`config.mk`:
```
export PLATFORM = sky130hd
export DESIGN_NAME = mem_stage_flat
export DESIGN_NICKNAME = d
export VERILOG_FILES = /design/src/rtl/mem_stage_if.sv /design/src/rtl/mem_stage.sv /design/src/flat_wrapper.sv
export SDC_FILE = /design/constraint.sdc
export NUM_CORES = 1
export LEC_CHECK = 0
export CAP_MARGIN = 20
export CORE_AREA = 2 2 168 170
export DETAILED_ROUTE_END_ITERATION = 6
export DIE_AREA = 0 0 170 172
export PLACE_DENSITY = 0.64
export SLEW_MARGIN = 30
export SYNTH_ARGS = -nofsm -noshare
export SYNTH_HDL_FRONTEND = slang
export SYNTH_SLANG_ARGS = --single-unit
```
`constraint.sdc`:
```
create_clock -name clk -period 9 [get_ports clk]
set_input_delay 2.25 -clock clk [delete_from_list [all_inputs] [get_ports clk]]
set_output_delay 2.25 -clock clk [all_outputs]
set_load 0.01 [all_outputs]
```
`src/rtl/mem_stage_if.sv`:
```
// Data-memory bus between the memory stage and the data memory.
//   master (mem_stage side): drives dmem_req, dmem_we, dmem_addr, dmem_wdata,
//                            dmem_be; samples dmem_rdata, dmem_ack
//   slave  (memory side)   : the mirror image
interface mem_stage_if;
  logic        dmem_req;
  logic        dmem_we;
  logic [31:0] dmem_addr;
  logic [31:0] dmem_wdata;
  logic [3:0]  dmem_be;
  logic [31:0] dmem_rdata;
  logic        dmem_ack;

  modport master (
    output dmem_req, dmem_we, dmem_addr, dmem_wdata, dmem_be,
    input  dmem_rdata, dmem_ack
  );

  modport slave (
    input  dmem_req, dmem_we, dmem_addr, dmem_wdata, dmem_be,
    output dmem_rdata, dmem_ack
  );
endinterface

```
`src/rtl/mem_stage.sv`:
```
// Pipeline memory stage: performs byte/half/word loads and stores over a
// req/ack data-memory bus and registers the result towards write-back.
//   clk, rst          : clock, asynchronous active-high reset
//   in_valid, in_*    : operands from execute (held stable while stall=1)
//   stall             : back-pressure to upstream
//   dmem              : data-memory bus (master side)
//   instruction .. D_out, wb_sel_out, wb_valid, misalign_exc : registered WB side
module mem_stage #(
  parameter logic [31:0] NOP_INSTR = 32'h0000_0013
) (
  input  logic        clk,
  input  logic        rst,
  input  logic        in_valid,
  output logic        stall,
  input  logic [31:0] in_instruction,
  input  logic [31:0] in_PCadd4,
  input  logic [31:0] in_alu_result,
  input  logic [31:0] in_rs2_data,
  input  logic [31:0] in_immediate,
  input  logic [1:0]  in_wb_sel,
  input  logic        in_mem_read,
  input  logic        in_mem_write,
  mem_stage_if.master dmem,
  output logic [31:0] instruction,
  output logic [31:0] PCadd4,
  output logic [31:0] alu_result,
  output logic [31:0] immediate,
  output logic [31:0] D_out,
  output logic [1:0]  wb_sel_out,
  output logic        wb_valid,
  output logic        misalign_exc
);

  typedef enum logic {IDLE, ACCESS} state_t;
  state_t state, state_next;

  logic [2:0]  funct3;
  logic [1:0]  addr_lo;
  logic        mem_op, bad_op, misaligned;
  logic [7:0]  ld_byte;
  logic [15:0] ld_half;
  logic [31:0] ld_data;

  logic [31:0] instruction_d, PCadd4_d, alu_result_d, immediate_d, D_out_d;
  logic [1:0]  wb_sel_d;
  logic        wb_valid_d, misalign_d;

  assign funct3  = in_instruction[14:12];
  assign addr_lo = in_alu_result[1:0];
  assign mem_op  = in_mem_read | in_mem_write;

  // Unsigned sizes exist only for loads; unknown funct3 is treated as misaligned.
  always_comb begin
    bad_op = 1'b0;
    unique case (funct3)
      3'b000:  bad_op = 1'b0;
      3'b001:  bad_op = addr_lo[0];
      3'b010:  bad_op = (addr_lo != 2'b00);
      3'b100:  bad_op = in_mem_write;
      3'b101:  bad_op = addr_lo[0] | in_mem_write;
      default: bad_op = 1'b1;
    endcase
  end
  assign misaligned = mem_op & bad_op;

  assign ld_byte = dmem.dmem_rdata[{addr_lo, 3'b000} +: 8];
  assign ld_half = addr_lo[1] ? dmem.dmem_rdata[31:16] : dmem.dmem_rdata[15:0];

  always_comb begin
    ld_data = dmem.dmem_rdata;
    unique case (funct3)
      3'b000:  ld_data = {{24{ld_byte[7]}}, ld_byte};
      3'b001:  ld_data = {{16{ld_half[15]}}, ld_half};
      3'b100:  ld_data = {24'd0, ld_byte};
      3'b101:  ld_data = {16'd0, ld_half};
      default: ld_data = dmem.dmem_rdata;
    endcase
  end

  // State register; reset abandons any access in flight.
  always_ff @(posedge clk or posedge rst) begin
    if (rst) state <= IDLE;
    else     state <= state_next;
  end

  // Next-state logic
  always_comb begin
    state_next = state;
    unique case (state)
      IDLE:   if (in_valid && mem_op && !misaligned) state_next = ACCESS;
      ACCESS: if (dmem.dmem_ack) state_next = IDLE;
      default: state_next = IDLE;
    endcase
  end

  // Output logic: bus, stall and next WB values
  always_comb begin
    stall           = 1'b0;
    dmem.dmem_req   = 1'b0;
    dmem.dmem_we    = 1'b0;
    dmem.dmem_be    = '0;
    dmem.dmem_addr  = {in_alu_result[31:2], 2'b00};
    dmem.dmem_wdata = in_rs2_data;

    instruction_d = NOP_INSTR;
    PCadd4_d      = '0;
    alu_result_d  = '0;
    immediate_d   = '0;
    D_out_d       = '0;
    wb_sel_d      = '0;
    wb_valid_d    = 1'b0;
    misalign_d    = 1'b0;

    unique case (state)
      IDLE: begin
        if (in_valid) begin
          if (misaligned) begin
            misalign_d = 1'b1;
          end else if (mem_op) begin
            stall = !rst;
          end else begin
            instruction_d = in_instruction;
            PCadd4_d      = in_PCadd4;
            alu_result_d  = in_alu_result;
            immediate_d   = in_immediate;
            wb_sel_d      = in_wb_sel;
            wb_valid_d    = 1'b1;
          end
        end
      end
      ACCESS: begin
        stall         = !dmem.dmem_ack;
        dmem.dmem_req = 1'b1;
        dmem.dmem_we  = in_mem_write;
        unique case (funct3[1:0])
          2'b00: begin
            dmem.dmem_be    = 4'b0001 << addr_lo;
            dmem.dmem_wdata = {4{in_rs2_data[7:0]}};
          end
          2'b01: begin
            dmem.dmem_be    = 4'b0011 << {addr_lo[1], 1'b0};
            dmem.dmem_wdata = {2{in_rs2_data[15:0]}};
          end
          default: dmem.dmem_be = 4'b1111;
        endcase
        if (dmem.dmem_ack) begin
          instruction_d = in_instruction;
          if (in_mem_write) instruction_d[11:7] = 5'd0;
          PCadd4_d     = in_PCadd4;
          alu_result_d = in_alu_result;
          immediate_d  = in_immediate;
          wb_sel_d     = in_wb_sel;
          D_out_d      = in_mem_write ? 32'd0 : ld_data;
          wb_valid_d   = 1'b1;
        end
      end
      default: ;
    endcase
  end

  // WB-side pipeline register
  always_ff @(posedge clk or posedge rst) begin
    if (rst) begin
      instruction  <= NOP_INSTR;
      PCadd4       <= '0;
      alu_result   <= '0;
      immediate    <= '0;
      D_out        <= '0;
      wb_sel_out   <= '0;
      wb_valid     <= 1'b0;
      misalign_exc <= 1'b0;
    end else begin
      instruction  <= instruction_d;
      PCadd4       <= PCadd4_d;
      alu_result   <= alu_result_d;
      immediate    <= immediate_d;
      D_out        <= D_out_d;
      wb_sel_out   <= wb_sel_d;
      wb_valid     <= wb_valid_d;
      misalign_exc <= misalign_d;
    end
  end

endmodule

```
`src/flat_wrapper.sv`:
```
// flat-port wrapper written by rule: the top's interface ports become plain ports
module mem_stage_flat 
#(
  parameter logic [31:0] NOP_INSTR = 32'h0000_0013
)
  (clk, rst, in_valid, stall, in_instruction, in_PCadd4, in_alu_result, in_rs2_data, in_immediate, in_wb_sel, in_mem_read, in_mem_write, instruction, PCadd4, alu_result, immediate, D_out, wb_sel_out, wb_valid, misalign_exc, dmem_dmem_req, dmem_dmem_we, dmem_dmem_addr, dmem_dmem_wdata, dmem_dmem_be, dmem_dmem_rdata, dmem_dmem_ack);
  mem_stage_if dmem_i ();
  input  logic clk;
  input  logic rst;
  input  logic in_valid;
  output logic stall;
  input  logic [31:0] in_instruction;
  input  logic [31:0] in_PCadd4;
  input  logic [31:0] in_alu_result;
  input  logic [31:0] in_rs2_data;
  input  logic [31:0] in_immediate;
  input  logic [1:0] in_wb_sel;
  input  logic in_mem_read;
  input  logic in_mem_write;
  output logic [31:0] instruction;
  output logic [31:0] PCadd4;
  output logic [31:0] alu_result;
  output logic [31:0] immediate;
  output logic [31:0] D_out;
  output logic [1:0] wb_sel_out;
  output logic wb_valid;
  output logic misalign_exc;
  output wire logic [$bits(dmem_i.dmem_req)-1:0] dmem_dmem_req;
  output wire logic [$bits(dmem_i.dmem_we)-1:0] dmem_dmem_we;
  output wire logic [$bits(dmem_i.dmem_addr)-1:0] dmem_dmem_addr;
  output wire logic [$bits(dmem_i.dmem_wdata)-1:0] dmem_dmem_wdata;
  output wire logic [$bits(dmem_i.dmem_be)-1:0] dmem_dmem_be;
  input wire logic [$bits(dmem_i.dmem_rdata)-1:0] dmem_dmem_rdata;
  input wire logic [$bits(dmem_i.dmem_ack)-1:0] dmem_dmem_ack;
  assign dmem_dmem_req = dmem_i.dmem_req;
  assign dmem_dmem_we = dmem_i.dmem_we;
  assign dmem_dmem_addr = dmem_i.dmem_addr;
  assign dmem_dmem_wdata = dmem_i.dmem_wdata;
  assign dmem_dmem_be = dmem_i.dmem_be;
  assign dmem_i.dmem_rdata = dmem_dmem_rdata;
  assign dmem_i.dmem_ack = dmem_dmem_ack;
  mem_stage #(.NOP_INSTR(NOP_INSTR)) u_core (.clk(clk), .rst(rst), .in_valid(in_valid), .stall(stall), .in_instruction(in_instruction), .in_PCadd4(in_PCadd4), .in_alu_result(in_alu_result), .in_rs2_data(in_rs2_data), .in_immediate(in_immediate), .in_wb_sel(in_wb_sel), .in_mem_read(in_mem_read), .in_mem_write(in_mem_write), .dmem(dmem_i), .instruction(instruction), .PCadd4(PCadd4), .alu_result(alu_result), .immediate(immediate), .D_out(D_out), .wb_sel_out(wb_sel_out), .wb_valid(wb_valid), .misalign_exc(misalign_exc));
endmodule
```
==> results_dict.tcl, run 1 <==
set metrics [dict create \
    outcome "finished clean" \
    final-max-slew-violation-count 0 \
    power.clock.fraction 0.389 \
    cp-start-kind "primary input" \
    synth_warnings 0 \
    combPwrFrac 0.189 \
    max_stage_delay_ns 0.65 \
    cpMostUsedCell "clkdlybuf4s50_1" \
    vias 5248 \
    ys_types 38 \
    core_area_um2 27500 \
    setup_ws_ns 1.67 \
    rsz0062_at_grt "false" \
    tns_ns 0 \
    worst-path-buf-inv 3 \
    first_global_vias 5505 \
    p_seq_frac 0.423 \
    crit_type "in -> out" \
    worstPathMaxFanout 25 \
    ant_nets 0 \
    min_path_cells 2 \
    area_growth_pct 75.8 \
    slew_headroom 0.366 \
    clkSinkCount 165 \
    cts_tree "yes" \
    switching_share 0.273 \
    synthArstFlopShare 1.00 \
    die_h_um 172 \
    hold_slack_ns 0.787 \
    drive_gt1_frac 0.0906 \
    routed_via_density 4.09 \
    antenna_found_initial 0 \
    drt_first_pass_iters 4 \
    antenna_cells 0 \
    cts_buffers 17 \
    skew_ns 0.0143 \
    hold_violations 0 \
    worstPathArrival_ns 5.08 \
    dp_cells 1252 \
    crit_path_end_kind "output port" \
    period_minus_slack_ns 7.33 \
    cp.depth 6 \
    initial_core_util 0.238 \
    die_w_um 170 \
    grt_pass1_wl_um 32400 \
    critPathRequiredTime_ns 6.75 \
    pin_count 435 \
    final_cell_count_no_fill 1284 \
    cts-htree-levels 4 \
    dp_slack_ns 1.63 \
    clock_path_buffers 2 \
    p_leak_nw 4.91 \
    avgSynthCellArea_um2 12.2 \
    worst_r2r_path_depth 5 \
    grt_use_total 0.150 \
    clkLatencyLatePin_ns 0.43 \
    drt-initial-drc-count 203 \
    rows 61 \
    synth_flop_cell "dfrtp_1" \
    p_int_mw 1.36 \
    synth-seq-area-share 0.631 \
    hp-class "reg -> reg" \
    drt_wl_total_um 22500 \
    path_clk_slew_ns 0.08 \
    root_buffer "clkbuf_16" \
    worstMarginPinSlew_ns 0.952 \
    grt_max_degree 101 \
    fin_crit_sh 0.815 \
    setup_viol 0 \
    gp_congestion 0.794 \
    vdd_drop_max_mv 0.132 \
    postCtsHoldBufs 0 \
    synth_area_um2 6550 \
    die_area_um2 29200 \
    cp_slowest_cell "nor2_2" \
    cts_resized 0 \
    netlist_instances 535 \
    synth-edff-count 0 \
    drc 0 \
    fin_nets 1125 \
    place_hpwl_um 17500 \
    crit_chain "clkdlybuf4s50_1 > inv_1 > nand2_1 > nor2_2 > mux2_2 > clkdlybuf4s50_1" \
    power.density_nw_per_um2 162 \
    yosys_register_bits 165 \
    io_buffer_count 432 \
    clock.fmax_ghz 0.136 \
    wl_per_cell_um 17.6 \
    drv_cap 0 \
    grt_overflow 0 \
    cts_setup_buffers 0 \
    critPathTopFamily "simple AND/OR/NAND/NOR gates" \
    p_sw_uw 509 \
]
==> layout make-up <==
class / instances / area (um^2)
multi-input cells: 284 / 1920
inverters: 20 / 82.6
flip-flops and latches: 165 / 4130
clock buffers: 17 / 425
repair buffers: 437 / 4360
well taps: 346 / 433
clock inverters: 15 / 154
fillers: 2596 / 16000
==> path summary, 6_finish.rpt <==
path | from | endpoint | slack (ns)
max | in_instruction[13] | dmem_dmem_wdata[11] | 1.67
min | u_core.state | u_core.state | 0.79
max reg2reg | u_core.state | u_core.immediate[10] | 6.40
min reg2reg | u_core.state | u_core.state | 0.79
max in group asynchronous | rst | u_core.PCadd4[10] | 5.29
min in group asynchronous | rst | u_core.instruction[13] | 2.38
==> power by group through the flow <==
stage	combinational [mW]	sequential [mW]	clock, mW
after floorplan	0.114	0.822	0
after global placement	0.355	0.803	0
after detailed placement	0.357	0.804	0
after CTS	0.359	0.789	0.755
after global routing	0.380	0.792	0.782
final	0.352	0.788	0.725
==> state kept, by name, summed over array words and instances, names as in the netlist <==
name	count
u_core.D_out	32
u_core.PCadd4	32
u_core.alu_result	32
u_core.immediate	32
u_core.instruction	32
u_core.misalign_exc	1
u_core.state	1
u_core.wb_sel_out	2
u_core.wb_valid	1
==> worst reg2reg max path: cells and delay by family (launching register included) <==
kind / cells / cell delay [ns]
AOI/OAI and AO/OA: 1 / 0.16
DFF: 1 / 0.61
and+or+nand+nor: 2 / 0.48
buffers and inverters: 2 / 1.17
==> logic make-up (layout without fill, tap and decap cells) <==
family | after synthesis | in the layout | synth area share
buffers and inverters | 87 | 489 | 0.0770
AOI/OAI and AO/OA | 67 | 67 | 0.0702
other | 1 | 2 | 0.000573
DFF | 165 | 165 | 0.631
muxes | 33 | 33 | 0.0568
and+or+nand+nor | 182 | 182 | 0.164
==> through the flow <==
step | power, mW | util | area [um^2]
6_report | 1.87 | 0.419 | 11500
5_1_grt | 1.95 | 0.419 | 11500
4_1_cts | 1.90 | 0.419 | 11500
3_5_place_dp | 1.16 | 0.398 | 10900
3_3_place_gp | 1.16 | 0.398 | 10900
2_1_floorplan | 0.936 | - | 6550
==> placed cells by master (no fill, tap or decap), types with 5 or more instances in the layout <==
master / count
a21oi_1: 23
a21oi_2: 10
and2_1: 7
buf_4: 5
clkbuf_16: 17
clkdlybuf4s50_1: 432
dfrtp_1: 162
inv_1: 19
inv_8: 7
mux2_2: 20
mux2i_1: 11
nand2_1: 15
nor2_1: 13
nor2b_1: 130
o21ai_0: 18
==> synthesized netlist by cell type, types with 4 or more instances <==
library cell	number	area share
buf_4	40	0.046
clkbuf_1	14	0.0080
o21ai_0	18	0.014
a22oi_1	4	0.0046
inv_1	20	0.011
mux2_2	20	0.034
dfrtp_1	162	0.62
nor2_1	13	0.0075
a21oi_1	23	0.018
a21oi_2	10	0.013
buf_2	9	0.0069
nor3_1	4	0.0031
nand2_1	15	0.0086
or2_2	4	0.0038
nor2b_1	130	0.12
mux2i_1	11	0.017
and2_1	7	0.0067
==> layer usage <==
metal  global-route usage  wire, um
met4               0.0401       221
met5                    0         0
met1                0.160      8330
met2                0.279     12000
met3               0.0533      1970
Power figures use the tool's default switching activity.
==> run 2: changes to the inputs <==
--- a/config.mk
+++ b/config.mk
@@ -6,9 +6,9 @@
 export NUM_CORES = 1
 export LEC_CHECK = 0
 export CAP_MARGIN = 20
-export CORE_AREA = 2 2 168 170
+export CORE_AREA = 2 2 169 171
 export DETAILED_ROUTE_END_ITERATION = 6
-export DIE_AREA = 0 0 170 172
+export DIE_AREA = 0 0 171 173
 export PLACE_DENSITY = 0.64
 export SLEW_MARGIN = 30
 export SYNTH_ARGS = -nofsm -noshare
==> constraint.sdc (replaced) <==
create_clock -name clk -period 7.46 [get_ports clk]
set_input_delay 1.865 -clock clk [delete_from_list [all_inputs] [get_ports clk]]
set_output_delay 1.865 -clock clk [all_outputs]
set_load 0.01 [all_outputs]
==> run 2 against run 1 <==
Global-route usage shrank 0.21 points. Combinational power rose by 21%. Via count up 1.1%. Hold slack improved by 0.030 ns. Critical path type unchanged. Critical endpoint is now stall.
==> results_dict.tcl, run 2 (synthesis results as in run 1) <==
set metrics [dict create \
    grt_overflow 0 \
    critPathTopFamily "buffers and inverters" \
    p_seq_frac 0.424 \
    setup_viol 0 \
    pin_count 435 \
    rsz0062_at_grt "false" \
    slew_headroom 0.338 \
    crit_path_end_kind "output port" \
    hold_slack_ns 0.816 \
    p_int_mw 1.64 \
    drt-initial-drc-count 206 \
    worstPathArrival_ns 4.29 \
    cp-start-kind "primary input" \
    clkLatencyLatePin_ns 0.41 \
    initial_core_util 0.237 \
    skew_ns 0.00862 \
    drc 0 \
    worstPathMaxFanout 9 \
    die_w_um 171 \
    p_leak_nw 4.93 \
    power.clock.fraction 0.386 \
    totalPowerFinal_mw 2.24 \
    antenna_found_initial 1 \
    vias 5308 \
    grt_max_degree 80 \
    cts_buffers 17 \
    grt_pass1_wl_um 33000 \
    gp_congestion 0.825 \
    final_cell_count_no_fill 1320 \
    io_buffer_count 432 \
    fin_nets 1128 \
    fin_util 0.419 \
    drive_gt1_frac 0.0935 \
    clkSinkCount 165 \
    core_area_um2 27600 \
    layout_common_cells "clkdlybuf4s50_1, dfrtp_1, nor2b_1" \
    wl_per_cell_um 16.8 \
    hp-class "reg -> reg" \
    cts_tree "yes" \
    cts_setup_buffers 0 \
    area_growth_pct 76.9 \
    cts-htree-levels 4 \
    final-max-slew-violation-count 0 \
    layout_commonest_cell "clkdlybuf4s50_1" \
    routed_via_density 4.02 \
    period_minus_slack_ns 6.15 \
    root_buffer "clkbuf_16" \
    critPathRequiredTime_ns 5.60 \
    outcome "finished clean" \
    cpMostUsedCell "clkdlybuf4s50_1" \
    vdd_drop_max_mv 0.131 \
    power.density_nw_per_um2 194 \
    worstMarginPinSlew_ns 0.993 \
    first_global_vias 5486 \
    clock.fmax_ghz 0.163 \
    cts_resized 0 \
    crit_type "in -> out" \
    drt_wl_total_um 22200 \
    crit_chain "clkdlybuf4s50_1 > or3_1 > nor2_1 > o221ai_1 > o21ai_0 > clkdlybuf4s50_1" \
    die_area_um2 29600 \
    drt_first_pass_iters 4 \
    die_h_um 173 \
    place_area_um2 11000 \
    dp_cells 1287 \
    dp_slack_ns 1.32 \
    rows 61 \
    cp_slowest_cell "clkdlybuf4s50_1" \
    path_clk_slew_ns 0.07 \
    drv_cap 0 \
    fin_crit_sh 0.824 \
    postCtsHoldBufs 0 \
    ant_nets 0 \
    p_sw_uw 607 \
    place_hpwl_um 17000 \
    grt_use_total 0.148 \
    clock_path_buffers 2 \
    tns_ns 0 \
    max_stage_delay_ns 0.62 \
    setup_ws_ns 1.31 \
    combPwrFrac 0.190 \
    worst-path-buf-inv 2 \
    switching_share 0.271 \
    postLayoutCellArea_um2 11600 \
    hold_violations 0 \
]
==> run 2: cell types whose count changed in the layout (fill, tap and decap cells not counted), sizes merged <==
cell and change:
clkinv +4, buf +3, clkinvlp -2, inv -2
diode +1
==> run 2: metal layers <==
layer	wire length, um	global-route usage	up-vias
li1	-	-	2461
met1	8580	0.166	2548
met4	427	0.0501	0
met3	2030	0.0506	22
met2	11200	0.259	277
met5	0	0	-
==> run 2: power groups by stage <==
stage	Clock (mW)	Sequential, mW	Combinational [mW]
CTS	0.902	0.953	0.433
global route	0.943	0.956	0.459
global placement	0	0.969	0.430
finish	0.866	0.952	0.426
floorplan	0	0.992	0.137
detailed placement	0	0.970	0.431
==> run 2: final cells by class <==
cell class,count,area [um^2]
clock inverter,15,159
tap,378,473
fill,2684,16100
multi-input combinational,284,1920
antenna,1,2.50
sequential,165,4130
inverter,20,80.1
clock buffer,17,425
timing repair buffer,440,4380
==> run 2: path summary, 6_finish.rpt <==
path	startpoint	end	cells after the start	slack, ns
max in group asynchronous	rst	u_core.immediate[12]	3	4.37
worst min register to register	u_core.state	u_core.state	2	0.82
worst max-delay path	in_instruction[12]	stall	6	1.31
worst max register to register	u_core.state	u_core.immediate[8]	5	4.90
worst min-delay path	u_core.state	u_core.state	2	0.82
min in group asynchronous	rst	u_core.state	2	1.92
==> run 2: worst register-to-register path, stage by stage, from the launching register on <==
cell      delay [ns]
dfrtp_1         0.64
nor2b_1         0.23
a21boi_4        0.16
buf_4           0.44
buf_4           0.72
nor2b_1         0.22
